File: src/rtl/alu_iter_pkg.sv
// Shared types and helpers for the iterative accumulator ALU.
package alu_iter_pkg;

    typedef enum logic {IDLE, MUL} state_t;

    // Results are fitted from a 64-bit signed intermediate, so WIDTH must stay <= 32.
    localparam int MAX_W = 32;

    typedef struct packed {
        logic              ovf;
        logic signed [63:0] val;
    } fit_t;

    // Iteration counter width for a WIDTH-step multiply.
    function automatic int cnt_w(int width);
        return $clog2(width + 1);
    endfunction

    // Fit a wide signed value into a signed 'width' range: clamp when sat is set,
    // otherwise pass through so the caller keeps the low bits. ovf flags out-of-range.
    function automatic fit_t sat_fit(logic signed [63:0] value, int width, bit sat);
        fit_t   r;
        longint hi;
        longint lo;
        hi    = (longint'(1) <<< (width - 1)) - 1;
        lo    = -(longint'(1) <<< (width - 1));
        r.ovf = (value > hi) || (value < lo);
        r.val = value;
        if (sat && (value > hi))
            r.val = hi;
        else if (sat && (value < lo))
            r.val = lo;
        return r;
    endfunction

endpackage

File: src/rtl/alu_iter_if.sv
// Operand, strobe and result bundle between decoder/regfile and the ALU.
interface alu_iter_if #(parameter int WIDTH = 8);
    logic signed [WIDTH-1:0] Imm;
    logic        [WIDTH-1:0] RegData;
    logic        [WIDTH-1:0] SW;
    logic                    SelSW;
    logic                    SelImm;
    logic                    UseMul;
    logic                    UseACC;
    logic                    WE;
    logic                    ClrOvf;
    logic                    Busy;
    logic                    Done;
    logic                    Ovf;
    logic signed [WIDTH-1:0] ACC;

    modport master (output Imm, RegData, SW, SelSW, SelImm, UseMul, UseACC, WE, ClrOvf,
                    input  Busy, Done, Ovf, ACC);
    modport slave  (input  Imm, RegData, SW, SelSW, SelImm, UseMul, UseACC, WE, ClrOvf,
                    output Busy, Done, Ovf, ACC);
endinterface

File: src/rtl/alu_iter_seq_mul.sv
// Iterative unsigned shift-add multiplier, one multiplier bit per cycle.
// Done and Prod are combinational: they are valid in the cycle whose closing
// edge retires the final iteration, so the caller can capture on that edge.
module seq_mul
    import alu_iter_pkg::*;
#(
    parameter int WIDTH = 8
) (
    input  logic               Clock,
    input  logic               Reset,
    input  logic               Start,
    input  logic [WIDTH-1:0]   A,
    input  logic [WIDTH-1:0]   B,
    output logic               Busy,
    output logic               Done,
    output logic [2*WIDTH-1:0] Prod
);
    localparam int CNT_W = cnt_w(WIDTH);

    logic [2*WIDTH-1:0] mcand;
    logic [2*WIDTH-1:0] psum;
    logic [2*WIDTH-1:0] psum_nxt;
    logic [WIDTH-1:0]   mplier;
    logic [CNT_W-1:0]   cnt;

    assign psum_nxt = mplier[0] ? psum + mcand : psum;
    assign Prod     = psum_nxt;
    assign Done     = Busy && (cnt == CNT_W'(WIDTH - 1));

    // Latch operands on Start, then add-and-shift once per cycle for WIDTH cycles.
    always_ff @(posedge Clock or posedge Reset) begin
        if (Reset) begin
            mcand  <= '0;
            psum   <= '0;
            mplier <= '0;
            cnt    <= '0;
            Busy   <= 1'b0;
        end else if (Start && !Busy) begin
            mcand  <= {{WIDTH{1'b0}}, A};
            psum   <= '0;
            mplier <= B;
            cnt    <= '0;
            Busy   <= 1'b1;
        end else if (Busy) begin
            psum   <= psum_nxt;
            mcand  <= mcand << 1;
            mplier <= mplier >> 1;
            cnt    <= cnt + 1'b1;
            if (Done)
                Busy <= 1'b0;
        end
    end
endmodule

File: src/rtl/alu_iter.sv
// Accumulator ALU: single-cycle add/load, iterative fixed-point multiply,
// optional saturation and a sticky overflow flag.
module alu_iter
    import alu_iter_pkg::*;
#(
    parameter int WIDTH = 8,
    parameter int FRAC  = 3,
    parameter int SAT   = 1
) (
    input logic       Clock,
    input logic       Reset,
    alu_iter_if.slave bus
);
    state_t                  state, state_nxt;
    logic signed [WIDTH-1:0] acc_q;
    logic signed [WIDTH-1:0] opd;
    logic signed [WIDTH-1:0] opa;
    logic        [WIDTH-1:0] mag_a;
    logic        [WIDTH-1:0] mag_b;
    logic        [2*WIDTH-1:0] uprod;
    logic signed [WIDTH:0]   sum;
    logic signed [2*WIDTH:0] sprod;
    logic signed [2*WIDTH:0] pshift;
    logic signed [63:0]      fit_in;
    logic        [WIDTH-1:0] acc_fit;
    logic                    fit_ovf;
    logic                    start, add_go, upd;
    logic                    mul_busy, mul_done;
    logic                    neg_q, done_q, ovf_q;

    assign opd   = bus.SelSW ? bus.SW : (bus.SelImm ? bus.Imm : bus.RegData);
    assign opa   = bus.UseACC ? acc_q : '0;
    // Magnitudes are unsigned, so -2^(WIDTH-1) maps cleanly to 2^(WIDTH-1).
    assign mag_a = opa[WIDTH-1] ? -opa : opa;
    assign mag_b = bus.Imm[WIDTH-1] ? -bus.Imm : bus.Imm;

    seq_mul #(.WIDTH(WIDTH)) u_mul (
        .Clock (Clock),
        .Reset (Reset),
        .Start (start),
        .A     (mag_a),
        .B     (mag_b),
        .Busy  (mul_busy),
        .Done  (mul_done),
        .Prod  (uprod)
    );

    assign sum    = (WIDTH+1)'(opa) + (WIDTH+1)'(opd);
    assign sprod  = neg_q ? -$signed({1'b0, uprod}) : $signed({1'b0, uprod});
    assign pshift = sprod >>> FRAC;
    assign fit_in = add_go ? longint'(sum) : longint'(pshift);
    // The fitted value sits in the low bits of the struct, the flag in its MSB.
    assign acc_fit = WIDTH'(sat_fit(fit_in, WIDTH, SAT != 0));
    assign fit_ovf = 1'(sat_fit(fit_in, WIDTH, SAT != 0) >> 64);
    assign upd     = add_go || mul_done;

    // State register.
    always_ff @(posedge Clock or posedge Reset) begin
        if (Reset)
            state <= IDLE;
        else
            state <= state_nxt;
    end

    // Next state and issue strobes; WE is only honoured in IDLE.
    always_comb begin
        state_nxt = state;
        start     = 1'b0;
        add_go    = 1'b0;
        case (state)
            IDLE: if (bus.WE) begin
                if (bus.UseMul) begin
                    start     = 1'b1;
                    state_nxt = MUL;
                end else begin
                    add_go = 1'b1;
                end
            end
            MUL: if (mul_done) state_nxt = IDLE;
            default: state_nxt = IDLE;
        endcase
    end

    // Accumulator, result pulse, product sign and sticky overflow (set beats clear).
    always_ff @(posedge Clock or posedge Reset) begin
        if (Reset) begin
            acc_q  <= '0;
            done_q <= 1'b0;
            ovf_q  <= 1'b0;
            neg_q  <= 1'b0;
        end else begin
            done_q <= upd;
            if (upd)
                acc_q <= acc_fit;
            if (upd && fit_ovf)
                ovf_q <= 1'b1;
            else if (bus.ClrOvf)
                ovf_q <= 1'b0;
            if (start)
                neg_q <= opa[WIDTH-1] ^ bus.Imm[WIDTH-1];
        end
    end

    assign bus.Busy = mul_busy;
    assign bus.Done = done_q;
    assign bus.Ovf  = ovf_q;
    assign bus.ACC  = acc_q;
endmodule

File: src/flat_wrapper.sv
// flat-port wrapper written by rule: the top's interface ports become plain ports
module alu_iter_flat import alu_iter_pkg::*;
#(
    parameter int WIDTH = 8,
    parameter int FRAC  = 3,
    parameter int SAT   = 1
)
  (Clock, Reset, bus_Imm, bus_RegData, bus_SW, bus_SelSW, bus_SelImm, bus_UseMul, bus_UseACC, bus_WE, bus_ClrOvf, bus_Busy, bus_Done, bus_Ovf, bus_ACC);
  alu_iter_if #(.WIDTH(WIDTH)) bus_i ();
  input logic Clock;
  input logic Reset;
  input wire logic [$bits(bus_i.Imm)-1:0] bus_Imm;
  input wire logic [$bits(bus_i.RegData)-1:0] bus_RegData;
  input wire logic [$bits(bus_i.SW)-1:0] bus_SW;
  input wire logic [$bits(bus_i.SelSW)-1:0] bus_SelSW;
  input wire logic [$bits(bus_i.SelImm)-1:0] bus_SelImm;
  input wire logic [$bits(bus_i.UseMul)-1:0] bus_UseMul;
  input wire logic [$bits(bus_i.UseACC)-1:0] bus_UseACC;
  input wire logic [$bits(bus_i.WE)-1:0] bus_WE;
  input wire logic [$bits(bus_i.ClrOvf)-1:0] bus_ClrOvf;
  output wire logic [$bits(bus_i.Busy)-1:0] bus_Busy;
  output wire logic [$bits(bus_i.Done)-1:0] bus_Done;
  output wire logic [$bits(bus_i.Ovf)-1:0] bus_Ovf;
  output wire logic [$bits(bus_i.ACC)-1:0] bus_ACC;
  assign bus_i.Imm = bus_Imm;
  assign bus_i.RegData = bus_RegData;
  assign bus_i.SW = bus_SW;
  assign bus_i.SelSW = bus_SelSW;
  assign bus_i.SelImm = bus_SelImm;
  assign bus_i.UseMul = bus_UseMul;
  assign bus_i.UseACC = bus_UseACC;
  assign bus_i.WE = bus_WE;
  assign bus_i.ClrOvf = bus_ClrOvf;
  assign bus_Busy = bus_i.Busy;
  assign bus_Done = bus_i.Done;
  assign bus_Ovf = bus_i.Ovf;
  assign bus_ACC = bus_i.ACC;
  alu_iter #(.WIDTH(WIDTH), .FRAC(FRAC), .SAT(SAT)) u_core (.Clock(Clock), .Reset(Reset), .bus(bus_i));
endmodule
File: config.mk
export PLATFORM = sky130hd
export DESIGN_NAME = alu_iter_flat
export DESIGN_NICKNAME = d
export VERILOG_FILES = /design/src/rtl/alu_iter_pkg.sv /design/src/rtl/alu_iter_if.sv /design/src/rtl/alu_iter_seq_mul.sv /design/src/rtl/alu_iter.sv /design/src/flat_wrapper.sv
export SDC_FILE = /design/constraint.sdc
export NUM_CORES = 1
export LEC_CHECK = 0
export CAP_MARGIN = 40
export CORE_UTILIZATION = 42
export DETAILED_ROUTE_END_ITERATION = 8
export PLACE_DENSITY_LB_ADDON = 0.15
export SYNTH_ARGS = -nofsm -noshare
export SYNTH_HDL_FRONTEND = slang
export SYNTH_SLANG_ARGS = --single-unit
File: constraint.sdc
create_clock -name Clock -period 6.1 [get_ports Clock]
set_input_delay 1.22 -clock Clock [delete_from_list [all_inputs] [get_ports Clock]]
set_output_delay 1.22 -clock Clock [all_outputs]
set_load 0.01 [all_outputs]
==> results of run 1 <==
[power by group through the flow]
stage	Combinational, mW	Clock, mW	Sequential, mW
6_report	1.60	0.539	0.685
5_1_grt	1.79	0.567	0.702
4_1_cts	1.59	0.551	0.684
3_5_place_dp	1.59	0	0.689
3_3_place_gp	1.49	0	0.723
2_1_floorplan	1.25	0	0.626
[logic make-up (layout without fill, tap and decap cells)]
family                     count (synthesis)  after routing  synth area share
adders and majority gates                 28             28            0.0764
buffers and inverters                     50             80            0.0395
AOI/OAI and AO/OA                        193            193             0.279
DFF                                       57             57             0.298
and+or+nand+nor                          219            219             0.217
xor gates and xnor gates                  32             32            0.0586
muxes                                     15             15            0.0319
[critical path: stages]
cell and delay (ps):
clkdlybuf4s50_1 740, mux2i_1 240, o21ai_0 130, ha_1 240
fa_1 400, a21o_1 170, a21oi_1 230, nor2b_1 80
o21a_1 190, o21ai_0 150, nand3_1 90, a21oi_1 410
and2_1 280, o221ai_1 140, a32o_1 280
[worst paths after layout]
path                                        start                endpoint  depth (start not counted)
setup / recovery                       bus_SelImm          u_core.bus.Ovf                         15
hold / removal             u_core.u_mul.mplier[5]  u_core.u_mul.mplier[4]                          2
setup reg to reg            u_core.u_mul.mcand[0]       u_core.bus.ACC[0]                         13
hold reg to reg            u_core.u_mul.mplier[5]  u_core.u_mul.mplier[4]                          2
max in group asynchronous                   Reset       u_core.u_mul.Busy                          3
min in group asynchronous                   Reset   u_core.u_mul.mcand[9]                          3
[area by class of cell]
class	count	share of cell area
repair buffers	47	0.0833
clock buffers	10	0.0408
flip-flops and latches	57	0.254
clock inverters	6	0.0147
well taps	140	0.0312
inverters	17	0.0114
multi-input cells	487	0.564
[stage by stage]
stage	instances	worst slack, ps	hold WS [ps]	total power [mW]	util
after floorplan	594	1740	450	1.88	-
after global placement	746	1140	458	2.21	0.481
after detailed placement	748	1040	476	2.27	0.483
after CTS	764	1380	489	2.83	0.511
after global routing	764	1120	528	3.06	0.511
final	764	1360	494	2.82	0.511
[placed cells by master (no fill, tap or decap), types with 3 or more instances in the layout]
cell / count
a211o_1: 11
a211oi_1: 5
a21o_1: 12
a21oi_1: 34
a22o_1: 3
a31oi_1: 7
a32o_1: 4
and2_1: 7
buf_4: 3
clkbuf_16: 9
clkdlybuf4s50_1: 42
clkinv_2: 3
dfrtp_1: 56
ha_1: 26
inv_1: 13
inv_2: 3
mux2i_1: 13
nand2_1: 95
nand2b_1: 10
nand3_1: 12
nand3b_1: 4
nand4_1: 6
nor2_1: 48
nor2b_1: 8
nor3_1: 8
nor4_1: 3
o211ai_1: 3
o21ai_0: 56
o21ai_1: 5
o221ai_1: 3
o22ai_1: 11
o31a_1: 3
o31ai_1: 4
or3_1: 5
xnor2_1: 13
xor2_1: 19
[sequential cells by signal (all words and copies together) (netlist names)]
signal,cells
u_core.u_mul.cnt,4
u_core.u_mul.mcand,16
u_core.u_mul.mplier,8
u_core.u_mul.psum,16
u_core.u_mul.Busy,1
u_core.state,1
u_core.bus.Done,1
u_core.bus.ACC,8
u_core.neg_q,1
u_core.bus.Ovf,1
[metal layers]
layer / routed length (um) / vias up / part of all wire / global-route usage
met3: 418 / 16 / 0.033 / 0.0574
met4: 130 / 0 / 0.010 / 0.0637
met1: 5990 / 2145 / 0.47 / 0.295
met2: 6100 / 69 / 0.48 / 0.371
met5: 0 / - / 0 / 0
li1: - / 2214 / - / -
==> flow_metrics.env, run 1 <==
export IMPL_drc=0
export IMPL_yosysUniqueCellTypes=74
export IMPL_holdCritPathClass="reg2reg"
export IMPL_ir_worst_vdd_uv=278
export IMPL_p_int_mw=1.55
export IMPL_synth_edff_count=0
export IMPL_synth_ff_type="dfrtp_1"
export IMPL_io_buffers=42
export IMPL_grt_pass1_vias=4270
export IMPL_max_cap_violations=0
export IMPL_synth_top_area_frac=0.298
export IMPL_dieWidth_um=109
export IMPL_core_um2=11000
export IMPL_gr_total_overflow=0
export IMPL_seqCellArea_um2=1430
export IMPL_clockRootBuffer="clkbuf_16"
export IMPL_clockBufferDepth=2
export IMPL_arrival_ps=4960
export IMPL_cp_start_kind="primary input"
export IMPL_setup_viol=0
export IMPL_grt_max_degree=58
export IMPL_vias=4444
export IMPL_ctsHoldBuffers=0
export IMPL_finalWeightedCongestion=0.818
export IMPL_synth_area_leaders="dfrtp_1 30%, nand2_1 7.5%, ha_1 6.8%"
export IMPL_post_cts_buffers=0
export IMPL_synthArstFlopShare=1.00
export IMPL_finClkSkew_ps=8.72
export IMPL_die_area_um2=11800
export IMPL_area_growth_pct=17.4
export IMPL_synthCells=594
export IMPL_rsz0062_at_grt="false"
export IMPL_cts_resized=0
export IMPL_seq_power_share=0.243
export IMPL_grt_use_total=0.227
export IMPL_cp_max_fo=8
export IMPL_critical_path_class="in2reg"
export IMPL_drt_vias_per_instance=5.82
export IMPL_num_rows=38
export IMPL_firstDrtPassIters=5
export IMPL_finalCritPeriodShare=0.777
export IMPL_ant_nets=0
export IMPL_drv_slew=0
export IMPL_nFillCells=1054
export IMPL_htree_levels=3
export IMPL_die_h_um=109
export IMPL_status="finished, final reports clean"
export IMPL_dp_hpwl_mm=9.31
export IMPL_drt_iter0_drc=261
export IMPL_cts_tree="built"
export IMPL_clock_fmax_mhz=211
export IMPL_nNetsFinal=679
export IMPL_synthTopCellsByCount="95 x nand2_1, 57 x dfrtp_1, 56 x o21ai_0, 48 x nor2_1, 34 x a21oi_1"
export IMPL_p_sw_mw=1.27
export IMPL_syn_cell_area_um2=4780
export IMPL_avgSynthCellArea_um2=8.05
export IMPL_synth_most_common_cell="nand2_1"
export IMPL_clock_sinks=57
export IMPL_finalCriticalPeriod_ps=4740
export IMPL_ys_ff_latch=57
export IMPL_clk_latency_ps=340
export IMPL_hold_viol_final=0
export IMPL_leakagePower_nw=2.43
export IMPL_worst_slew_pin_slew_ps=872
export IMPL_crit_path_end_kind="flip-flop"
export IMPL_io_pins=43
export IMPL_start_util=0.436
export IMPL_relSlewSlack=0.410
export IMPL_fin_setup_tns_ps=0
export IMPL_final_cell_area_um2=5620
export IMPL_path_clk_slew_ps=50
export IMPL_wl_per_cell_um=16.5
export IMPL_power_density_nw_per_um2=502
export IMPL_pwr_share_clk=0.191
export IMPL_grt_pass1_wl_mm=20.7
export IMPL_synth_top_area_cell="dfrtp_1"
export IMPL_worstPathRequired_ps=6320
export IMPL_cts_buffers=9
export IMPL_drt_wl_total_mm=12.6
export IMPL_multi_input_area_um2=3170
export IMPL_yosysSeqAreaShare=0.298
export IMPL_antenna_found_initial=0
export IMPL_p_comb_frac=0.566
export IMPL_yosys_warnings=0
export IMPL_ff2ff_setup_slack_ps=1700
export IMPL_antenna_cells=0
export IMPL_synth_nets=654
export IMPL_place_area_um2=5300
export IMPL_sw_frac_of_total=0.452
export IMPL_layout_drive_gt1_share=0.0705
Power figures use the tool's default switching activity.
==> inputs of run 2 (changes only) <==
==> constraint.sdc (replaced) <==
create_clock -name Clock -period 3.9 [get_ports Clock]
set_input_delay 0.78 -clock Clock [delete_from_list [all_inputs] [get_ports Clock]]
set_output_delay 0.78 -clock Clock [all_outputs]
set_load 0.01 [all_outputs]
==> run 2 against run 1 <==
Against the previous run:
- total power grew 68%
- clock skew grew 0.69 ps
- core utilization grew 4.0 points
- global-route usage grew 0.93 points
- final cell count grew 6.3%
- largest power group unchanged
- via count grew 4.1%
- hold slack lost 17 ps
- sequential power grew 61%
- clock power grew 35%
- register-to-register slack lost 1600 ps
- setup slack lost 1200 ps
==> flow_metrics.env, run 2 (synthesis results as in run 1) <==
export IMPL_grt_pass1_wl_mm=21.4
export IMPL_dp_hpwl_mm=10.1
export IMPL_multi_input_area_um2=3280
export IMPL_p_comb_frac=0.616
export IMPL_firstDrtPassIters=4
export IMPL_drv_slew=0
export IMPL_io_pins=43
export IMPL_cts_tree="built"
export IMPL_io_buffers=42
export IMPL_finalCritPeriodShare=0.967
export IMPL_drt_vias_per_instance=5.70
export IMPL_rsz0062_at_grt="true"
export IMPL_cpMaxStageDelayCell="or3_4"
export IMPL_layout_drive_gt1_share=0.162
export IMPL_ant_nets=0
export IMPL_seqCellArea_um2=1430
export IMPL_p_int_mw=2.61
export IMPL_status="finished, final reports clean"
export IMPL_top_regs="u_core.u_mul.mcand x16, u_core.u_mul.psum x16"
export IMPL_crit_buf_inv=1
export IMPL_core_um2=11000
export IMPL_crit_path_end_kind="flip-flop"
export IMPL_cts_buffers=9
export IMPL_die_area_um2=11800
export IMPL_die_h_um=109
export IMPL_finClkSkew_ps=9.41
export IMPL_ir_worst_vdd_uv=469
export IMPL_grt_pass1_vias=4358
export IMPL_vias=4628
export IMPL_hold_viol_final=0
export IMPL_fin_setup_tns_ps=0
export IMPL_seq_power_share=0.231
export IMPL_num_rows=38
export IMPL_area_growth_pct=26.5
export IMPL_cp_max_fo=7
export IMPL_sw_frac_of_total=0.450
export IMPL_power_density_nw_per_um2=784
export IMPL_worstPathRequired_ps=4100
export IMPL_dieWidth_um=109
export IMPL_finalCriticalPeriod_ps=3770
export IMPL_clockBufferDepth=2
export IMPL_drc=0
export IMPL_relSlewSlack=0.522
export IMPL_critPathTopFamily="simple AND/OR/NAND/NOR gates"
export IMPL_arrival_ps=3970
export IMPL_setup_viol=0
export IMPL_start_util=0.436
export IMPL_critical_path_class="reg2reg"
export IMPL_wl_per_cell_um=16.4
export IMPL_htree_levels=3
export IMPL_grt_use_total=0.236
export IMPL_p_sw_mw=2.13
export IMPL_leakagePower_nw=2.71
export IMPL_gr_total_overflow=0
export IMPL_path_cells="ha_2 > fa_2 > buf_6 > xnor2_2 > o221a_2 > nand3b_1 > nor4_4 > nand2b_2 > or3_4 > xnor2_1 > a31o_2 > and4_4 > a211oi_4 > o22ai_2"
export IMPL_drt_wl_total_mm=13.3
export IMPL_slowest_delay_ps=450
export IMPL_path_clk_slew_ps=50
export IMPL_worst_slew_pin_slew_ps=714
export IMPL_drt_iter0_drc=323
export IMPL_clockRootBuffer="clkbuf_16"
export IMPL_clock_fmax_mhz=265
export IMPL_clock_sinks=57
export IMPL_nFillCells=1007
export IMPL_max_cap_violations=0
export IMPL_cp_start_kind="flip-flop"
export IMPL_layout_commonest_cell="nand2_1"
export IMPL_final_core_util=0.551
export IMPL_clk_latency_ps=340
export IMPL_grt_max_degree=47
export IMPL_antenna_found_initial=0
export IMPL_nNetsFinal=729
export IMPL_pwr_share_clk=0.153
export IMPL_antenna_cells=0
export IMPL_finalWeightedCongestion=0.862
export IMPL_holdCritPathClass="reg2reg"
export IMPL_layout_common_cells="95 x nand2_1, 55 x dfrtp_1, 54 x o21ai_0, 54 x buf_4, 48 x nor2_1"
-- run 2: cell types whose count changed in the layout (fill, tap and decap cells not counted), moves of 2 or more --
| cell | change |
|---|---|
| o21ai_0 | -2 |
| bufinv_16 | -2 |
| a21oi_2 | +3 |
| clkbuf_8 | +2 |
| a21oi_1 | -3 |
| buf_4 | +51 |
-- run 2: power groups by stage --
stage	sequential [mW]	clock [mW]	combinational, mW
after floorplan	0.979	0	1.96
after global placement	1.09	0	2.66
after detailed placement	1.10	0	2.70
after CTS	1.09	0.743	2.76
after global routing	1.13	0.764	3.24
final	1.10	0.726	2.92
-- run 2: layout make-up --
type | instances | share of cell area
Clock buffer | 11 | 0.0418
Clock inverter | 3 | 0.00289
Inverter | 17 | 0.0105
Multi-Input combinational cell | 487 | 0.541
Sequential cell | 57 | 0.236
Tap cell | 140 | 0.0289
Timing Repair Buffer | 97 | 0.139
-- run 2: worst min-delay path, cell delays in order, from the launching register on --
cell and delay (ps):
dfrtp_1 330, nand2_1 50, o21ai_0 60
-- run 2: what timing repair did --
action / in CTS / in global routing
hold buffers: 0 / 0
endpoints found under the setup margin: 8 / 9
setup buffers: 0 / 6
gates resized for setup: 4 / 20
pin swaps: 5 / 18
-- run 2: routing by layer --
layer	wire length, um	part of all wire	global-route usage
met1	6170	0.46	0.311
met2	6520	0.49	0.387
met3	372	0.028	0.0412
met4	227	0.017	0.0830
met5	0	0	0
-- run 2: path summary, 6_finish.rpt --
kind	slack [ps]	from	to	cells past startpoint
worst max-delay path	130	u_core.u_mul.psum[0]	u_core.bus.ACC[2]	14
worst min-delay path	480	u_core.u_mul.mplier[2]	u_core.u_mul.mplier[1]	2
worst max register to register	130	u_core.u_mul.psum[0]	u_core.bus.ACC[2]	14
worst min register to register	480	u_core.u_mul.mplier[2]	u_core.u_mul.mplier[1]	2
max in group asynchronous	2440	Reset	u_core.u_mul.mcand[1]	3
min in group asynchronous	790	Reset	u_core.u_mul.mcand[12]	2
-- run 2: metrics by stage --
stage,hold slack (ps),std cells,worst slack [ps],power [mW],area (um^2)
after detailed placement,468,792,-270,3.81,5620
after global placement,460,792,-147,3.75,5620
after floorplan,450,594,28.4,2.94,4790
after CTS,481,806,31.0,4.60,5920
final,477,812,128,4.74,6050
after global routing,515,812,-41.6,5.13,6050
